**src/rtl/dense_pkg.sv**
```systemverilog
// Shared constants, state type and width helpers for the dense layer.
package dense_pkg;

  localparam int unsigned ACT_NONE = 0;
  localparam int unsigned ACT_RELU = 1;

  typedef enum logic [1:0] {
    StIdle,
    StMac,
    StFin,
    StOut
  } dense_state_e;

  // Ceiling log2; clog2(1) == 0.
  function automatic int unsigned clog2(input int unsigned v);
    int unsigned r;
    r = 0;
    for (int unsigned k = 0; k < 32; k++) begin
      if ((64'd1 << k) < 64'(v)) r = k + 1;
    end
    return r;
  endfunction

  // Index width that never collapses to zero bits.
  function automatic int unsigned idx_width(input int unsigned n);
    return (clog2(n) == 0) ? 1 : clog2(n);
  endfunction

  // Wide enough for N_IN full-scale products plus a shifted bias without overflow.
  function automatic int unsigned acc_width(input int unsigned dw, input int unsigned n_in);
    return 2 * dw + clog2(n_in + 1) + 1;
  endfunction

  // Clamp a wide signed value into the signed dw-bit range.
  function automatic logic signed [63:0] sat_dw(input logic signed [63:0] v,
                                                input int unsigned dw);
    logic signed [63:0] hi;
    logic signed [63:0] lo;
    hi = (64'sd1 <<< (dw - 1)) - 64'sd1;
    lo = -hi - 64'sd1;
    if (v > hi) return hi;
    if (v < lo) return lo;
    return v;
  endfunction

endpackage

```
**src/rtl/dense_layer_seq_if.sv**
```systemverilog
// Input/output handshakes and coefficient write port of the dense layer.
interface dense_layer_seq_if #(
  parameter int unsigned N_IN  = 4,
  parameter int unsigned N_OUT = 4,
  parameter int unsigned DW    = 8
);
  import dense_pkg::*;

  localparam int unsigned ADDR_W = idx_width(N_OUT * (N_IN + 1));

  logic                    in_valid;
  logic                    in_ready;
  logic [N_IN*DW-1:0]      in_data;
  logic                    wr_en;
  logic [ADDR_W-1:0]       wr_addr;
  logic [DW-1:0]           wr_data;
  logic                    out_valid;
  logic                    out_ready;
  logic [N_OUT*DW-1:0]     out_data;

  modport master (
    output in_valid, in_data, wr_en, wr_addr, wr_data, out_ready,
    input  in_ready, out_valid, out_data
  );

  modport slave (
    input  in_valid, in_data, wr_en, wr_addr, wr_data, out_ready,
    output in_ready, out_valid, out_data
  );

endinterface

```
**src/rtl/mac_unit.sv**
```systemverilog
// Signed DW x DW multiply-accumulate with synchronous clear.
module mac_unit #(
  parameter int unsigned DW = 8,
  parameter int unsigned AW = 20
) (
  input  logic                 clk,
  input  logic                 rst,
  input  logic                 clr,
  input  logic                 en,
  input  logic signed [DW-1:0] a,
  input  logic signed [DW-1:0] b,
  output logic signed [AW-1:0] acc
);

  logic signed [2*DW-1:0] prod;
  logic signed [AW-1:0]   acc_q;

  // Full-precision signed product.
  always_comb begin
    prod = a * b;
  end

  // Accumulator: clear wins over enable.
  always_ff @(posedge clk) begin
    if (rst || clr) begin
      acc_q <= '0;
    end else if (en) begin
      acc_q <= acc_q + AW'(prod);
    end
  end

  assign acc = acc_q;

endmodule

```
**src/rtl/dense_layer_seq.sv**
```systemverilog
// Time-multiplexed fully-connected layer: one shared MAC walks every neuron's
// dot product, then rescales, saturates and activates into out_data.
module dense_layer_seq
  import dense_pkg::*;
#(
  parameter int unsigned N_IN  = 4,
  parameter int unsigned N_OUT = 4,
  parameter int unsigned DW    = 8,
  parameter int unsigned FRAC  = 4,
  parameter int unsigned ACT   = 1
) (
  input logic             clk,
  input logic             rst,
  dense_layer_seq_if.slave bus
);

  localparam int unsigned NCOEF  = N_OUT * (N_IN + 1);
  localparam int unsigned ADDR_W = idx_width(NCOEF);
  localparam int unsigned IW     = idx_width(N_IN);
  localparam int unsigned JW     = idx_width(N_OUT);
  localparam int unsigned AW     = acc_width(DW, N_IN);

  dense_state_e          state_q;
  logic [IW-1:0]         i_q;
  logic [JW-1:0]         j_q;
  logic [N_IN*DW-1:0]    in_vec_q;
  logic                  in_ready_q;
  logic                  out_valid_q;
  logic [N_OUT*DW-1:0]   out_data_q;

  // Weights and biases survive reset on purpose.
  logic [DW-1:0]         coef_mem [NCOEF];

  logic                  accept;
  logic                  mac_clr;
  logic                  mac_en;
  logic [ADDR_W-1:0]     w_addr;
  logic [ADDR_W-1:0]     b_addr;
  logic signed [DW-1:0]  x_cur;
  logic signed [DW-1:0]  w_cur;
  logic signed [DW-1:0]  b_cur;
  logic signed [AW-1:0]  acc;
  logic signed [AW-1:0]  bias_ext;
  logic signed [AW-1:0]  sum;
  logic signed [AW-1:0]  scaled;
  logic [DW-1:0]         res;

  assign accept  = (state_q == StIdle) && bus.in_valid;
  assign mac_clr = accept || (state_q == StFin);
  assign mac_en  = (state_q == StMac);

  // Coefficient writes only land while idle and inside the map.
  always_ff @(posedge clk) begin
    if (bus.wr_en && (state_q == StIdle) && (32'(bus.wr_addr) < NCOEF)) begin
      coef_mem[bus.wr_addr] <= bus.wr_data;
    end
  end

  // Operand selection for the current (neuron, input) pair.
  always_comb begin
    w_addr = ADDR_W'(32'(j_q) * (N_IN + 1) + 32'(i_q));
    b_addr = ADDR_W'(32'(j_q) * (N_IN + 1) + N_IN);
    x_cur  = in_vec_q[32'(i_q) * DW +: DW];
    w_cur  = coef_mem[w_addr];
    b_cur  = coef_mem[b_addr];
  end

  mac_unit #(
    .DW (DW),
    .AW (AW)
  ) u_mac (
    .clk (clk),
    .rst (rst),
    .clr (mac_clr),
    .en  (mac_en),
    .a   (x_cur),
    .b   (w_cur),
    .acc (acc)
  );

  // Bias align, floor-shift back to DW scale, saturate, then activation.
  always_comb begin
    bias_ext = {{(AW - DW){b_cur[DW-1]}}, b_cur};
    sum      = acc + (bias_ext <<< FRAC);
    scaled   = sum >>> FRAC;
    res      = DW'(sat_dw(64'(scaled), DW));
    if ((ACT == ACT_RELU) && res[DW-1]) res = '0;
  end

  // Sequencer: IDLE -> (MAC x N_IN -> FIN) x N_OUT -> OUT -> IDLE.
  always_ff @(posedge clk) begin
    if (rst) begin
      state_q     <= StIdle;
      i_q         <= '0;
      j_q         <= '0;
      in_vec_q    <= '0;
      in_ready_q  <= 1'b1;
      out_valid_q <= 1'b0;
      out_data_q  <= '0;
    end else begin
      unique case (state_q)
        StIdle: begin
          if (bus.in_valid) begin
            in_vec_q   <= bus.in_data;
            i_q        <= '0;
            j_q        <= '0;
            in_ready_q <= 1'b0;
            state_q    <= StMac;
          end
        end
        StMac: begin
          if (i_q == IW'(N_IN - 1)) begin
            state_q <= StFin;
          end else begin
            i_q <= i_q + IW'(1);
          end
        end
        StFin: begin
          out_data_q[32'(j_q) * DW +: DW] <= res;
          i_q <= '0;
          if (j_q == JW'(N_OUT - 1)) begin
            out_valid_q <= 1'b1;
            state_q     <= StOut;
          end else begin
            j_q     <= j_q + JW'(1);
            state_q <= StMac;
          end
        end
        StOut: begin
          if (bus.out_ready) begin
            out_valid_q <= 1'b0;
            in_ready_q  <= 1'b1;
            state_q     <= StIdle;
          end
        end
        default: state_q <= StIdle;
      endcase
    end
  end

  assign bus.in_ready  = in_ready_q;
  assign bus.out_valid = out_valid_q;
  assign bus.out_data  = out_data_q;

endmodule

```
**src/flat_wrapper.sv**
```systemverilog
// flat-port wrapper written by rule: the top's interface ports become plain ports
module dense_layer_seq_flat import dense_pkg::*;
#(
  parameter int unsigned N_IN  = 4,
  parameter int unsigned N_OUT = 4,
  parameter int unsigned DW    = 8,
  parameter int unsigned FRAC  = 4,
  parameter int unsigned ACT   = 1
)
  (clk, rst, bus_in_valid, bus_in_data, bus_wr_en, bus_wr_addr, bus_wr_data, bus_out_ready, bus_in_ready, bus_out_valid, bus_out_data);
  dense_layer_seq_if #(.N_IN(N_IN), .N_OUT(N_OUT), .DW(DW)) bus_i ();
  input logic clk;
  input logic rst;
  input wire logic [$bits(bus_i.in_valid)-1:0] bus_in_valid;
  input wire logic [$bits(bus_i.in_data)-1:0] bus_in_data;
  input wire logic [$bits(bus_i.wr_en)-1:0] bus_wr_en;
  input wire logic [$bits(bus_i.wr_addr)-1:0] bus_wr_addr;
  input wire logic [$bits(bus_i.wr_data)-1:0] bus_wr_data;
  input wire logic [$bits(bus_i.out_ready)-1:0] bus_out_ready;
  output wire logic [$bits(bus_i.in_ready)-1:0] bus_in_ready;
  output wire logic [$bits(bus_i.out_valid)-1:0] bus_out_valid;
  output wire logic [$bits(bus_i.out_data)-1:0] bus_out_data;
  assign bus_i.in_valid = bus_in_valid;
  assign bus_i.in_data = bus_in_data;
  assign bus_i.wr_en = bus_wr_en;
  assign bus_i.wr_addr = bus_wr_addr;
  assign bus_i.wr_data = bus_wr_data;
  assign bus_i.out_ready = bus_out_ready;
  assign bus_in_ready = bus_i.in_ready;
  assign bus_out_valid = bus_i.out_valid;
  assign bus_out_data = bus_i.out_data;
  dense_layer_seq #(.N_IN(N_IN), .N_OUT(N_OUT), .DW(DW), .FRAC(FRAC), .ACT(ACT)) u_core (.clk(clk), .rst(rst), .bus(bus_i));
endmodule
```
**config.mk**
```make
export PLATFORM = sky130hd
export DESIGN_NAME = dense_layer_seq_flat
export DESIGN_NICKNAME = d
export VERILOG_FILES = /design/src/rtl/dense_pkg.sv /design/src/rtl/dense_layer_seq_if.sv /design/src/rtl/mac_unit.sv /design/src/rtl/dense_layer_seq.sv /design/src/flat_wrapper.sv
export SDC_FILE = /design/constraint.sdc
export NUM_CORES = 1
export LEC_CHECK = 0
export ABC_CLOCK_PERIOD_IN_PS = 12400
export BUFFER_PORTS_ARGS = -buffer_cell sky130_fd_sc_hd__buf_2
export CORE_ASPECT_RATIO = 1.4
export CORE_MARGIN = 1
export CORE_UTILIZATION = 41
export CTS_BUF_LIST = sky130_fd_sc_hd__clkbuf_8
export CTS_CLUSTER_DIAMETER = 100
export CTS_CLUSTER_SIZE = 14
export DETAILED_ROUTE_END_ITERATION = 8
export GPL_ROUTABILITY_DRIVEN = 0
export HOLD_SLACK_MARGIN = 0.1
export MAX_ROUTING_LAYER = met4
export SYNTH_ARGS = -nofsm -noshare
export SYNTH_HDL_FRONTEND = slang
export SYNTH_SLANG_ARGS = --single-unit
```
**constraint.sdc**
```tcl
create_clock -name clk -period 12.4 [get_ports clk]
set_input_delay 1.24 -clock clk [delete_from_list [all_inputs] [get_ports clk]]
set_output_delay 1.24 -clock clk [all_outputs]
set_load 0.03 [all_outputs]
```
After elaboration in Yosys (flattened, before gate mapping)
Memory sizes are Yosys's and may differ from the RTL's.
Index checks and enable logic that the tools add are counted.
{"block": "totals", "input_bits": 50, "memories": 1, "ramBits": 160, "register_bits": 92, "rom_bits": 0, "latchBits": 0}
{"block": "op_classes", "eq_ne": 11, "n_div": 0, "muxes": 27, "add_sub_neg": 7, "n_bitwise": 0, "n_reduce_logical": 16, "n_mul": 2, "shifts": 3, "n_lt_le_gt_ge": 3}
{"memory": "u_core.coef_mem", "depth": 20, "width": 8, "rd": 2, "rd_ports_with_merged_regs": 0, "write_ports": 1, "line_no": "dense_layer_seq.sv:32", "source": "logic [DW-1:0] coef_mem [NCOEF];"}
{"operator": "$neg A5 Y34", "count": 1}
{"operator": "$shift A8 B34 Y32 const A", "count": 1}
{"operator": "$shiftx A8 B34 Y32", "count": 1}
{"operator": "$bwmux W32", "count": 1}
{"operator": "$mux W8", "count": 4}
{"operator": "$shiftx A32 B6 Y8", "count": 1}
{"operator": "$add A20 B12 Y20", "count": 1}
{"operator": "$add A20 B16 Y20", "count": 1}
{"operator": "$gt A16 B8 Y1 const B", "count": 1}
{"operator": "$lt A16 B8 Y1 const B", "count": 1}
{"operator": "$mul A8 B8 Y16", "count": 1}
{"operator": "$reduce_and A3 Y1", "count": 5}
{"operator": "$mux W2", "count": 7}
{"operator": "$ne A2 B2 Y1 const B", "count": 6}
{"operator": "$mux W1", "count": 9}
{"operator": "$eq A2 B2 Y1 const B", "count": 4}
{"operator": "$pmux W2 S4", "count": 1}
{"operator": "$mux W7", "count": 1}
{"operator": "$pmux W2 S3", "count": 1}
{"operator": "$reduce_bool A2 Y1", "count": 3}
{"operator": "$add A5 B2 Y5", "count": 1}
{"operator": "$add A5 B3 Y5 const B", "count": 1}
{"operator": "$lt A5 B5 Y1 const B", "count": 1}
{"operator": "$mul A2 B3 Y5 const B", "count": 1}
{"operator": "other kinds (9)", "count": 14}

Logic depth before layout (Yosys ltp)
An unclocked memory read counts as a cell.
{"block": "logic_depth", "ltp_word": 12, "depth_mapped": 29}

Hierarchy
A second synthesis with hierarchy kept.
{"block": "hier_totals", "hier_cells": 1212, "hier_area_um2": 14995.6}
{"mod": "dense_layer_seq", "seq_area_each_um2": 6165.9, "instances": 1, "area_each_um2": 10635.2, "cells_per_inst": 749}
{"mod": "mac_unit", "seq_area_each_um2": 400.4, "instances": 1, "area_each_um2": 4360.4, "cells_per_inst": 463}

Worst setup path before layout
No wires, ideal clock.
{"block": "synth_timing", "path_kind": "reg-to-reg", "from": "register u_core.i_q[0]", "to": "register u_core.u_mac.acc_q[19], in the netlist u_core.u_mac.acc[19]", "stages_incl_launch_ff": 26, "synth_period_minus_slack_ns": 7.555, "setup_slack_ns": 4.845, "arrival_time_ns": 7.484, "path_cell_list": "dfxtp_1 -> ha_1 -> fa_1 -> buf_1 -> clkbuf_1 -> mux4_2 -> mux4_2 -> nand2_1 -> nand2_1 -> and2_1 -> fa_1 -> inv_1 -> fa_1 -> inv_1 -> fa_1 -> fa_1 -> ha_1 -> ha_1 -> or2_2 -> a21oi_1 -> a21oi_1 -> a211o_1 -> a21o_1 -> xnor2_1 -> or3_1 -> a21oi_1"}
{"block": "synth_via", "elab_chain_len": 4, "word_cells_on_any_way": 5, "cone_classes": "2 x add/sub; 1 x mul; 1 x shift; 1 x memory"}
{"element": "from (decl)", "line_no": "dense_layer_seq.sv:24", "source": "logic [IW-1:0] i_q;"}
{"element": "from (signal assigned)", "line_no": "dense_layer_seq.sv:115", "source": "i_q <= i_q + IW'(1);"}
{"element": "$add A5 B2 Y5", "line_no": "dense_layer_seq.sv:61", "source": "w_addr = ADDR_W'(32'(j_q) * (N_IN + 1) + 32'(i_q));"}
{"element": "$mem_v2 Z20 W8"}
{"element": "$mul A8 B8 Y16 *", "line_no": "mac_unit.sv:20", "source": "prod = a * b;"}
{"element": "$add A20 B16 Y20 *", "line_no": "mac_unit.sv:28", "source": "acc_q <= acc_q + AW'(prod);"}
{"element": "to (signal assigned)", "line_no": "mac_unit.sv:28"}
{"element": "to (decl)", "line_no": "mac_unit.sv:16", "source": "logic signed [AW-1:0] acc_q;"}
Every way passes the cells marked *; elsewhere a longest branch is shown, timed or not.
A chain may end at the register's enable or synchronous reset.

Worst setup path in the final report
Ends and elaborated chain as after synthesis.

==> run summary <==
## Logic synthesis
* Synth area leader: sky130_fd_sc_hd__edfxtp_1
* FF+latch count, synth: 248
* most frequently used cell type in the post-synthesis netlist: sky130_fd_sc_hd__nand2_1
* async set or reset register ratio after synthesis: 0
* number of different library cells in the post-synthesis netlist: 63
* mean instance size in the synthesized netlist: 12.2 µm²
* top area cells in the synthesized netlist: sky130_fd_sc_hd__edfxtp_1 32%, sky130_fd_sc_hd__fa_1 12%, sky130_fd_sc_hd__dfxtp_1 12%
* dominant register cell in the synthesized netlist: sky130_fd_sc_hd__edfxtp_1
* count of flip-flops with a built-in enable after synthesis: 160
* Synth warnings: 0
* register area share after synthesis: 0.442
* number of instances in the synthesized netlist: 1220
* leading post-synthesis cells by instance count: 178 x sky130_fd_sc_hd__nand2_1, 160 x sky130_fd_sc_hd__edfxtp_1, 119 x sky130_fd_sc_hd__inv_1
* area share of the largest cell type after synthesis: 0.323
* netlist area before placement: 14900 µm²

## Placed design
* worst slack at placement: 3880 ps
* Port Buf Inserts: 79
* hpwl dp: 26400 µm

## Setup path
* WS Path Type: flip-flop to flip-flop
* WP data required: 12870 ps
* critical path capture point type: flip-flop
* cell repeated most along the worst path: sky130_fd_sc_hd__fa_1
* ordered cell list for the critical path: ha_2 -> buf_4 -> mux4_2 -> mux4_2 -> mux2i_1 -> nor2b_1 -> fa_1 -> inv_1 -> fa_1 -> inv_1 -> fa_1 -> fa_1 -> ha_1 -> ha_1 -> and3_1 -> a31oi_1 -> a21oi_1 -> a211o_1 -> a21o_1 -> xnor2_1 -> or3_1 -> a21oi_1
* data arrival time of the worst path: 8920 ps
* cell type of the slowest stage on the worst timing path: sky130_fd_sc_hd__dfxtp_1
* Worst path max stage delay: 840 ps
* WP buf/inv: 3
* worst r2r path cells: 22
* startpoint types: flip-flop
* crit-path leading delay family: adder cells
* worst reg2reg endpoint: u_core.u_mac.acc[19]
* launching instance or port of the critical path: u_core.i_q[0]
* source of the worst register-to-register timing path: u_core.i_q[0]
* CP max FO: 40
* R2R Setup Slk: 3950 ps

## Clocking
* CTS H-tree depth: 1
* deepest clock path buffer count: 3
* number of clock sinks: 248
* clock insertion delay at the later pin of the skew report: 540 ps
* number of buffers inserted by post-CTS setup repair: 0
* CTS tree: built
* CTS-repair resized insts: 0
* clock-pin slew of the registers on the worst-case setup and hold paths: 100 ps
* Clock Root Buffer: sky130_fd_sc_hd__clkbuf_8
* Inserted Clock Buffers: 21
* hold-fix buffers at CTS: 0

## Floorplanning
* Die Y-Extent: 227 µm
* area inside the core boundary: 35700 µm²
* Die Width: 163 µm
* Total Die Area: 37000 µm²
* FP Rows: 82
* total I/O pin count: 84
* initial core utilization: 0.416

## Timing
* Final Max Tran Viols: 0
* ratio of final minimum period to clock period: 0.681
* final hold vios: 0
* setup tns final: 0 ps
* tightest hold margin: 456 ps
* Worst-Margin Slew: 1080 ps
* Final Worst Setup Slack: 3950 ps
* RSZ-0062 raised after global routing: no
* Worst Skew: 20.6 ps
* clock period minus worst slack: 8450 ps
* Max Clock Freq: 118 MHz
* final count of negative-setup-slack endpoints: 0
* worst-case headroom to the max-slew limit: 0.279

## Final layout
* Reg area: 6570 µm²
* area of combinational cells with multiple inputs: 7680 µm²
* share of cells above drive strength 1: 0.176
* number of fill cells in the layout: 3256
* net count reported at finish: 1500
* layout overhead on the synthesized area: 8.60%
* ANT cells: 0

## Routing
* remaining routing DRC violations: 0
* via-per-instance ratio: 5.31
* total iterations of the first detailed-routing run: 4
* number of vias after detailed routing: 9374
* number of DRC markers in iteration 0: 615
* post-route ant nets: 0
* total detailed-routing wirelength: 34000 µm
* final routed wire length divided by cell count: 19.2 µm

## Hold path
* class of the most critical hold timing path: flip-flop to flip-flop
* Min-Delay Path Depth: 2
* endpoint of the worst hold path: u_core.in_vec_q[22]
* hold path startpoint: u_core.in_vec_q[22]

## Global routing
* overall overflow remaining after global route: 0
* first-pass GRT wire length: 54100 µm
* largest net degree at the start of global routing: 48
* number of antenna violations at the first check in global routing: 0
* via count of the first global-routing pass: 10000
* global-route usage over all layers: 0.198

## Pwr
* largest voltage drop on the vdd net: 0.000105 V
* pwr/cell area: 146 nW/µm²
* Static Leakage: 6.29 nW

## Job
* maximum capacitance violations: 0

## Run status
* status: finished clean

worst reg2reg max path, delay by kind of cell, from the launching register on:
kind                     cells  cell delay [ps]
AO/OA/AOI/OAI                5              980
XOR/XNOR                     1              130
adder cells (fa/ha/maj)      7             3160
buffers and inverters        3              830
flip-flops                   1              840
multiplexers                 3             1740
AND/OR/NAND/NOR              3              710
worst max path at each step:
| stage | endpoint | cells after the start |
|---|---|---|
| 6_report | u_core.u_mac.acc[19] | 22 |
| 5_1_grt | u_core.u_mac.acc[19] | 27 |
| 4_1_cts | u_core.u_mac.acc[19] | 22 |
| 3_5_place_dp | u_core.u_mac.acc[19] | 22 |
| 3_3_place_gp | u_core.u_mac.acc[19] | 22 |
| 2_1_floorplan | u_core.u_mac.acc[19] | 25 |
stage by stage:
step | cell area, µm² | utilization | instances | power, W
final | 16100 | 0.452 | 1766 | 0.00236
after global routing | 16100 | 0.452 | 1766 | 0.00254
after CTS | 16100 | 0.452 | 1766 | 0.00239
after detailed placement | 15800 | 0.442 | 1731 | 0.00195
after global placement | 15800 | 0.442 | 1731 | 0.00194
after floorplan | 14900 | - | 1223 | 0.00171
kinds of logic after synthesis:
logic type | after synthesis | share of synthesized area
simple gates | 343 | 0.107
flops | 248 | 0.442
compound gates | 175 | 0.0755
buf+inv | 167 | 0.0438
fa+ha+maj | 158 | 0.179
mux | 95 | 0.130
xor+xnor | 33 | 0.0222
other cells | 1 | 0.000252
power breakdown:
group	internal [W]	leakage (nW)	switching [W]
combinational	0.000413	3.90	0.000565
clock	0.000179	0.234	0.000259
sequential	0.000904	2.16	0.0000349
total	0.00150	6.29	0.000859
sequential cells by signal (all words and copies together) (netlist names):
name                  cells
u_core.in_vec_q          32
u_core.coef_mem         160
u_core.bus.in_ready       1
u_core.state_q            2
u_core.u_mac.acc         20
u_core.bus.out_data      28
u_core.j_q                2
u_core.i_q                2
u_core.bus.out_valid      1
cell type report:
class                   instances  area share
flip-flops and latches        248       0.407
multi-input cells             808       0.476
well taps                     462      0.0358
repair buffers                 91      0.0301
clock buffers                  21      0.0179
inverters                     122      0.0284
clock inverters                14     0.00489
routing by layer:
layer	vias up	track usage	share of wire
li1	4430	-	-
met5	-	-	0
met3	74	0.0166	0.025
met4	0	0.0895	0.046
met2	182	0.374	0.56
met1	4688	0.206	0.37
cells in the final DEF (no fill, tap or decap), drive strengths merged, types with 3 or more instances in the layout:
cell type / n
conb: 4
mux2i: 15
a31oi: 3
o21ai: 24
a21oi: 83
nand3b: 3
a21o: 10
fa: 91
nor2b: 18
and2: 7
and3: 4
clkbuf: 21
xor2: 10
nand3: 16
o211ai: 31
nor2: 62
ha: 67
dfxtp: 88
nand2: 178
o21a: 4
inv: 135
a211oi: 6
nand2b: 27
mux4: 78
xnor2: 23
or2: 3
nor3: 14
buf: 91
edfxtp: 160
or3: 4
No activity file was read; power rests on OpenSTA's default activity.
